[config.mk]
export PLATFORM = sky130hd
export DESIGN_NAME = uart_tx_arbiter
export DESIGN_NICKNAME = d
export VERILOG_FILES = /design/src/rtl/uart_tx_arbiter_pkg.sv /design/src/rtl/uart_tx_arbiter_rr_arbiter.sv /design/src/rtl/uart_tx_arbiter.sv
export SDC_FILE = /design/constraint.sdc
export NUM_CORES = 1
export LEC_CHECK = 0
export ABC_AREA = 0
export BUFFER_PORTS_ARGS = -buffer_cell sky130_fd_sc_hd__buf_2
export CAP_MARGIN = 20
export CORE_MARGIN = 2
export CORE_UTILIZATION = 40
export DETAILED_ROUTE_END_ITERATION = 12
export GPL_ROUTABILITY_DRIVEN = 1
export HOLD_SLACK_MARGIN = 0.08
export SLEW_MARGIN = 20
export SYNTH_ARGS = -nofsm -noshare
export SYNTH_HDL_FRONTEND = slang
export SYNTH_SLANG_ARGS = --single-unit
[constraint.sdc]
create_clock -name clk -period 5.8 [get_ports clk]
set_clock_uncertainty 0.2 [all_clocks]
set_input_delay 1.16 -clock clk [delete_from_list [all_inputs] [get_ports clk]]
set_output_delay 1.16 -clock clk [all_outputs]
set_load 0.005 [all_outputs]
[src/rtl/uart_tx_arbiter_pkg.sv]
// Shared types and helpers for the UART TX arbiter.
package uart_tx_arbiter_pkg;

  // Arbiter FSM states
  typedef enum logic [1:0] {
    ST_IDLE   = 2'd0,
    ST_LAUNCH = 2'd1,
    ST_BUSY   = 2'd2,
    ST_GAP    = 2'd3
  } arb_state_e;

  localparam int unsigned DEFAULT_DBIT = 8;

  // Ceiling log2 that never returns less than 1, so counters always have a bit
  function automatic int unsigned clog2_min1(input int unsigned n);
    int unsigned w;
    w = 0;
    for (int unsigned i = 0; i < 32; i++) begin
      if ((64'd1 << i) < 64'(n)) w = i + 1;
    end
    return (w == 0) ? 1 : w;
  endfunction

endpackage

[src/rtl/uart_tx_arbiter_rr_arbiter.sv]
// Combinational rotating-priority picker: first set request at or after rr_ptr.
module rr_arbiter #(
  parameter int unsigned NREQ  = 4,
  parameter int unsigned IDX_W = 2
) (
  input  logic [NREQ-1:0]  req,
  input  logic [IDX_W-1:0] rr_ptr,
  output logic             gnt_valid,
  output logic [IDX_W-1:0] gnt_idx
);

  // Scan rr_ptr..NREQ-1 first, then wrap around to 0..rr_ptr-1
  always_comb begin
    gnt_valid = 1'b0;
    gnt_idx   = '0;
    for (int j = 0; j < int'(NREQ); j++) begin
      if (!gnt_valid && req[j] && (IDX_W'(j) >= rr_ptr)) begin
        gnt_valid = 1'b1;
        gnt_idx   = IDX_W'(j);
      end
    end
    for (int j = 0; j < int'(NREQ); j++) begin
      if (!gnt_valid && req[j]) begin
        gnt_valid = 1'b1;
        gnt_idx   = IDX_W'(j);
      end
    end
  end

endmodule

[src/rtl/uart_tx_arbiter.sv]
// Round-robin sharing of one uart_tx serializer among NREQ byte requesters,
// with a post-frame gap and a watchdog that aborts a stuck frame.
// tx_start and ack pulse during the single LAUNCH cycle.
module uart_tx_arbiter
  import uart_tx_arbiter_pkg::*;
#(
  parameter int unsigned NREQ       = 4,
  parameter int unsigned DBIT       = DEFAULT_DBIT,
  parameter int unsigned GAP_CYCLES = 0,
  parameter int unsigned TIMEOUT    = 200000
) (
  input  logic                    clk,
  input  logic                    reset_n,
  input  logic [NREQ-1:0]         req,
  input  logic [NREQ*DBIT-1:0]    req_data,
  output logic [NREQ-1:0]         ack,
  output logic [NREQ-1:0]         done,
  output logic [$clog2(NREQ)-1:0] gnt_id,
  output logic                    busy,
  output logic                    timeout_err,
  input  logic                    err_clr,
  output logic                    tx_start,
  output logic [DBIT-1:0]         tx_data,
  input  logic                    tx_done_tick
);

  localparam int unsigned IDX_W    = clog2_min1(NREQ);
  localparam int unsigned WD_W     = clog2_min1(TIMEOUT);
  localparam int unsigned GAP_W    = clog2_min1(GAP_CYCLES);
  localparam int unsigned GAP_LAST = (GAP_CYCLES > 0) ? GAP_CYCLES - 1 : 0;

  arb_state_e       state_q, state_d;
  logic [IDX_W-1:0] rr_q, rr_d;
  logic [IDX_W-1:0] gnt_q, gnt_d;
  logic [DBIT-1:0]  data_q, data_d;
  logic [WD_W-1:0]  wd_q, wd_d;
  logic [GAP_W-1:0] gap_q, gap_d;
  logic             err_q, err_d;
  logic             start_q, start_d;
  logic             busy_q, busy_d;
  logic [NREQ-1:0]  ack_q, ack_d;
  logic [NREQ-1:0]  done_q, done_d;

  logic             pick_valid;
  logic [IDX_W-1:0] pick_idx;

  rr_arbiter #(
    .NREQ  (NREQ),
    .IDX_W (IDX_W)
  ) u_rr (
    .req       (req),
    .rr_ptr    (rr_q),
    .gnt_valid (pick_valid),
    .gnt_idx   (pick_idx)
  );

  // Next-state and registered-output decode
  always_comb begin
    state_d = state_q;
    rr_d    = rr_q;
    gnt_d   = gnt_q;
    data_d  = data_q;
    wd_d    = wd_q;
    gap_d   = gap_q;
    err_d   = err_q;
    start_d = 1'b0;
    ack_d   = '0;
    done_d  = '0;

    if (err_clr) err_d = 1'b0;

    unique case (state_q)
      ST_IDLE: begin
        if (pick_valid) begin
          gnt_d           = pick_idx;
          data_d          = req_data[32'(pick_idx) * DBIT +: DBIT];
          start_d         = 1'b1;
          ack_d[pick_idx] = 1'b1;
          state_d         = ST_LAUNCH;
        end
      end
      ST_LAUNCH: begin
        wd_d    = '0;
        state_d = ST_BUSY;
      end
      ST_BUSY: begin
        wd_d = wd_q + WD_W'(1);
        // A done tick on the expiry cycle still counts as a successful frame
        if (tx_done_tick || (wd_q == WD_W'(TIMEOUT - 1))) begin
          if (tx_done_tick) done_d[gnt_q] = 1'b1;
          else              err_d         = 1'b1;
          rr_d    = (gnt_q == IDX_W'(NREQ - 1)) ? '0 : gnt_q + IDX_W'(1);
          gap_d   = '0;
          state_d = (GAP_CYCLES > 0) ? ST_GAP : ST_IDLE;
        end
      end
      ST_GAP: begin
        if (gap_q == GAP_W'(GAP_LAST)) state_d = ST_IDLE;
        else                           gap_d   = gap_q + GAP_W'(1);
      end
      default: state_d = ST_IDLE;
    endcase

    busy_d = (state_d != ST_IDLE);
  end

  // State, counters and output registers
  always_ff @(posedge clk or negedge reset_n) begin
    if (!reset_n) begin
      state_q <= ST_IDLE;
      rr_q    <= '0;
      gnt_q   <= '0;
      data_q  <= '0;
      wd_q    <= '0;
      gap_q   <= '0;
      err_q   <= 1'b0;
      start_q <= 1'b0;
      busy_q  <= 1'b0;
      ack_q   <= '0;
      done_q  <= '0;
    end else begin
      state_q <= state_d;
      rr_q    <= rr_d;
      gnt_q   <= gnt_d;
      data_q  <= data_d;
      wd_q    <= wd_d;
      gap_q   <= gap_d;
      err_q   <= err_d;
      start_q <= start_d;
      busy_q  <= busy_d;
      ack_q   <= ack_d;
      done_q  <= done_d;
    end
  end

  assign ack         = ack_q;
  assign done        = done_q;
  assign gnt_id      = gnt_q;
  assign busy        = busy_q;
  assign timeout_err = err_q;
  assign tx_start    = start_q;
  assign tx_data     = data_q;

endmodule

Word level (Yosys, flattened, before mapping)
Cells that the tools add are included.

Bits of input ports: 40. Register bits after elaboration: 44. Logic and storage cells: 96. Output and inout bits: 21.

Equal/unequal tests: 6. Reductions and logical operators: 28. Magnitude comparators: 8. Multiplexer cells: 39. Add/subtract/negate cells: 3. Shift-type cells: 1.

Operators with widths (number): $pmux 18 s2 (1); $shiftx 32x6->8 (1); $mux 2 (10); $mux 4 (5); $mux 1 (19); $add 18x1->18 const B (1); $eq 18x18->1 const B (1); $logic_and 1x1->1 (13); $pmux 2 s4 (1); $logic_not 1->1 (7); $eq 2x2->1 const B (3); $lt 2x3->1 const B (2); $reduce_and 2->1 (3); $reduce_bool 2->1 (3); $demux 1 s2 (2); $ge 1x2->1 const A (2); $ge 2x1->1 const B (2); $ge 2x2->1 const A (2); $add 2x1->2 const B (1); $eq 2x1->1 const B (1); $logic_not 2->1 (1); $ne 2x2->1 const B (1); $pmux 1 s2 (1); $add 1x1->1 const B (1); $logic_or 1x1->1 (1).

Longest topological paths before layout
Word-level depth: 33. Mapped depth: 7. Mapped depth without buffers: 7.

By module
From an unflattened synthesis, not the netlist that was laid out.

Cell total of the unflattened synthesis: 214. Area total of the unflattened synthesis: 2258.4 um^2.

By module, submodules not included: uart_tx_arbiter (seq. area each 1076.0 um^2, area an instance 2184.6 um^2, times used 1, cells each 202); rr_arbiter (seq. area each 0.0 um^2, area an instance 73.8 um^2, times used 1, cells each 12).

Worst setup path before layout
OpenSTA, ideal clock, no wires.

Kind: input to register. From: input port req[0]. To: register data_q[1], in the netlist tx_data[1]. Path buffers: 1. Data required time: 5.460 ns. Path slack: 3.134 ns. Library setup time: 0.140 ns. Arrival: 2.325 ns. Stages: 6. Cell sequence: nand3_1 > a21oi_2 > or3_4 > buf_6 > a2111oi_0 > a211oi_1.

Word-level cells in the longest chain between the ends: 27. Elaborated cells between the ends (all ways): 35. Classes of those cells: shift (1); mux (15); reduce/logical (19).

RTL lines: from (decl) (RTL line uart_tx_arbiter.sv:14) `input logic [NREQ-1:0] req,`; $logic_and 1x1->1 (RTL line uart_tx_arbiter_rr_arbiter.sv:17) `if (!gnt_valid && req[j] && (IDX_W'(j) >= rr_ptr)) begin`; $mux 1 (RTL line uart_tx_arbiter_rr_arbiter.sv:17); $logic_not 1->1 (RTL line uart_tx_arbiter_rr_arbiter.sv:17); $logic_and 1x1->1 (2 in series) (RTL line uart_tx_arbiter_rr_arbiter.sv:17); $mux 1 (RTL line uart_tx_arbiter_rr_arbiter.sv:17); $logic_not 1->1 (RTL line uart_tx_arbiter_rr_arbiter.sv:17); $logic_and 1x1->1 (2 in series) (RTL line uart_tx_arbiter_rr_arbiter.sv:17); $mux 1 (RTL line uart_tx_arbiter_rr_arbiter.sv:17); [9 not listed]; $mux 1 (RTL line uart_tx_arbiter_rr_arbiter.sv:23) `if (!gnt_valid && req[j]) begin`; $logic_not 1->1 (RTL line uart_tx_arbiter_rr_arbiter.sv:23); $logic_and 1x1->1 (RTL line uart_tx_arbiter_rr_arbiter.sv:23); $mux 1 (RTL line uart_tx_arbiter_rr_arbiter.sv:23); $logic_not 1->1 (RTL line uart_tx_arbiter_rr_arbiter.sv:23); $logic_and 1x1->1 (RTL line uart_tx_arbiter_rr_arbiter.sv:23); $mux 2 / $mux 1 (equally long branches) (RTL line uart_tx_arbiter_rr_arbiter.sv:23); $shiftx 32x6->8 / $reduce_and 2->1 (equally long branches); to (signal assigned) (RTL line uart_tx_arbiter.sv:125) `data_q <= data_d;`; to (decl) (RTL line uart_tx_arbiter.sv:35) `logic [DBIT-1:0] data_q, data_d;`.

Several ways; a longest one is shown, not always the timed one. A chain may end at the register's enable or synchronous reset.

Worst setup path after layout
From: input port req[0]. To: register data_q[4], in the netlist tx_data[4].

Same word-level chain as after synthesis.

==> flow_metrics.py <==
metrics = {
    "status": {
        "status": "complete, no violations",
    },
    "route": {
        "wire_per_inst_um": 13.9,
        "viasPerCell": 5.27,
        "routed_wl_mm": 5.07,
        "drc": 0,
        "first_pass_iters": 4,
        "route.vias.total": 1924,
        "ant_nets": 0,
        "drt-initial-drc-count": 91,
    },
    "setup_path": {
        "critPathMaxStageDelay_ns": 0.63,
        "crit_fanout": 11,
        "cp_top_family": "compound AO/OA/AOI/OAI gates",
        "path_cells": "buf_2 -> nand3_1 -> a21oi_2 -> or3_4 -> a2111oi_0 -> a211oi_1",
        "crit_arrival_ns": 2.77,
        "crit_type": "input pin to flop",
        "critPathBufInv": 1,
        "cpMaxStageDelayCell": "a2111oi_0",
        "reg2reg_depth": 7,
        "cp-start-kind": "input pin",
        "crit_required_ns": 5.75,
        "cp-end-kind": "flop",
        "cp_num_cells": 6,
    },
    "grt": {
        "track_usage_pct": 17.3,
        "grt_max_degree": 44,
        "grt_overflow": 0,
        "antenna_found_initial": 0,
        "grt_first_pass_wirelength_mm": 8.44,
        "grt_pass1_vias": 1821,
    },
    "cts": {
        "cts_made_buffers": 5,
        "post_cts.repair.setup_buffers": 0,
        "cts.hold.buffers_added": 0,
        "cts_tree": "yes",
        "clkLatencyLatePin_ns": 0.30,
        "path_clk_slew_ns": 0.09,
        "cts_resized": 0,
        "cts_buffer_depth": 2,
        "htreeDepth": 2,
        "cts.sinks": 43,
        "root_buffer": "clkbuf_8",
    },
    "floorplan": {
        "io_pins": 61,
        "dieArea_um2": 6360,
        "start_util_pct": 41.6,
        "die_w_um": 79.7,
        "core_um2": 5510,
        "std_cell_rows": 27,
        "die_y_um": 79.7,
    },
    "logic_synthesis": {
        "synth_area_per_cell_um2": 9.84,
        "yosys_warnings": 0,
        "ys_types": 40,
        "synthSimpleGateAreaFrac_pct": 22.0,
        "ys_ff_latch": 43,
        "ys_async_sr_fraction_pct": 100,
        "synth.area.mux_share_pct": 5.35,
        "synthFlopType": "dfrtp_1",
        "synthCells": 233,
        "synth_area_um2": 2290,
        "synth.most_common_cell": "dfrtp_1",
        "synth_top_family_by_area": "simple AND/OR/NAND/NOR gates",
        "synth_compound_area_share_pct": 13.7,
        "synth_fp_nets": 281,
        "synthXorXnorAreaFrac_pct": 3.44,
        "synth_top_cell_by_area": "dfrtp_1",
        "ys_seq_area_share_pct": 46.9,
        "synth_fa_ha_area_share_pct": 4.36,
        "synth-edff-count": 0,
        "synth.top_cells.by_area": "dfrtp_1, nor2_1, ha_1, mux2i_1, nand2_1",
        "synth_common_cells": "dfrtp_1, nor2_1, nand2_1",
        "synth.top_cell.area_share_pct": 46.9,
    },
    "timing": {
        "fmax_mhz": 355,
        "hold_viol": 0,
        "final.min_clock_period_ns": 2.82,
        "worst_pin_slew_ns": 0.927,
        "slew_viol_final": 0,
        "rsz0062_at_grt": "false",
        "slew_headroom_pct": 38.2,
        "setup_viol": 0,
        "tns_ns": 0,
        "finalCritPeriodShare_pct": 48.6,
    },
    "layout": {
        "num-fill-cells": 524,
        "antenna_cells": 0,
        "num-nets-final": 340,
        "fin_util_pct": 49.9,
        "final_area_um2": 2750,
        "synthToLayoutAreaGrowth_pct": 19.7,
        "final-instance-count-excl-fill": 365,
        "drive_gt1_share_pct": 26.3,
    },
    "job": {
        "maxCapViolations": 0,
    },
    "hold_path": {
        "min_path_type": "flop to flop",
        "holdPathStages": 1,
    },
    "placement": {
        "gp_congestion": 0.785,
        "dp.final_hpwl_mm": 3.75,
        "place_inst": 357,
        "io_buffers": 60,
        "placed_area_um2": 2630,
    },
    "power": {
        "p_leak_uw": 0.00129,
        "peakVddDrop_uv": 140,
        "powerDensity_nw_per_um2": 402,
    },
}
-- through the flow --
stage / setup slack, ns / total power, uW / hold slack, ns
2_1_floorplan: 3.13 / 742 / 0.270
3_3_place_gp: 2.72 / 872 / 0.290
3_5_place_dp: 2.66 / 878 / 0.291
4_1_cts: 2.98 / 1110 / 0.303
5_1_grt: 2.79 / 1190 / 0.339
6_report: 2.98 / 1100 / 0.307
-- final timing paths --
check | slack [ns] | start | to
worst max register to register | 3.41 | state_q[0] | wd_q[16]
worst max-delay path | 2.98 | req[0] | tx_data[4]
min in group asynchronous | 0.80 | reset_n | wd_q[3]
worst min register to register | 0.31 | wd_q[0] | wd_q[0]
max in group asynchronous | 4.02 | reset_n | wd_q[13]
worst min-delay path | 0.31 | wd_q[0] | wd_q[0]
-- logic make-up after synthesis --
family | Yosys count
compound gates | 42
xor+xnor | 9
fa+ha+maj | 8
buf+inv | 20
flops | 43
mux | 12
simple gates | 99
-- report_power, final --
group          leakage (uW)  switching [uW]  internal [uW]
registers          0.000559            52.0            370
logic              0.000673             275            174
clock network     0.0000581             105            128
total               0.00129             432            672
-- sequential cells by signal (all words and copies together), names as in the netlist --
register / flops
ack: 4
busy: 1
done: 4
gnt_id: 2
rr_q: 2
state_q: 2
timeout_err: 1
tx_data: 8
tx_start: 1
wd_q: 18
-- layout by cell type, fill, tap and decap left out, drive strengths merged, types with 6 or more instances in the layout --
cell	n
nand3	6
inv	12
dfrtp	43
buf	60
nor2	28
mux2i	10
ha	8
nor3	15
and3	7
nand2	20
or3	7
a2111oi	8
o21ai	11
a211oi	8
-- per-layer routing --
metal	global-route usage (%)	vias to the layer above	share of wire, %
li1	-	953	-
met1	24.5	897	49
met2	24.3	63	43
met3	3.85	11	5.9
met4	9.31	0	2.3
met5	0	-	0
-- layout make-up --
| cell class | count | area, um^2 | area share, % |
|---|---|---|---|
| clock buffers | 5 | 68.8 | 2.51 |
| clock inverters | 3 | 43.8 | 1.59 |
| inverters | 12 | 45.0 | 1.64 |
| multi-input cells | 170 | 1120 | 40.9 |
| flip-flops and latches | 43 | 1080 | 39.2 |
| well taps | 72 | 90.1 | 3.28 |
| repair buffers | 60 | 300 | 10.9 |
Note: power is estimated with default switching activity, not from simulation.
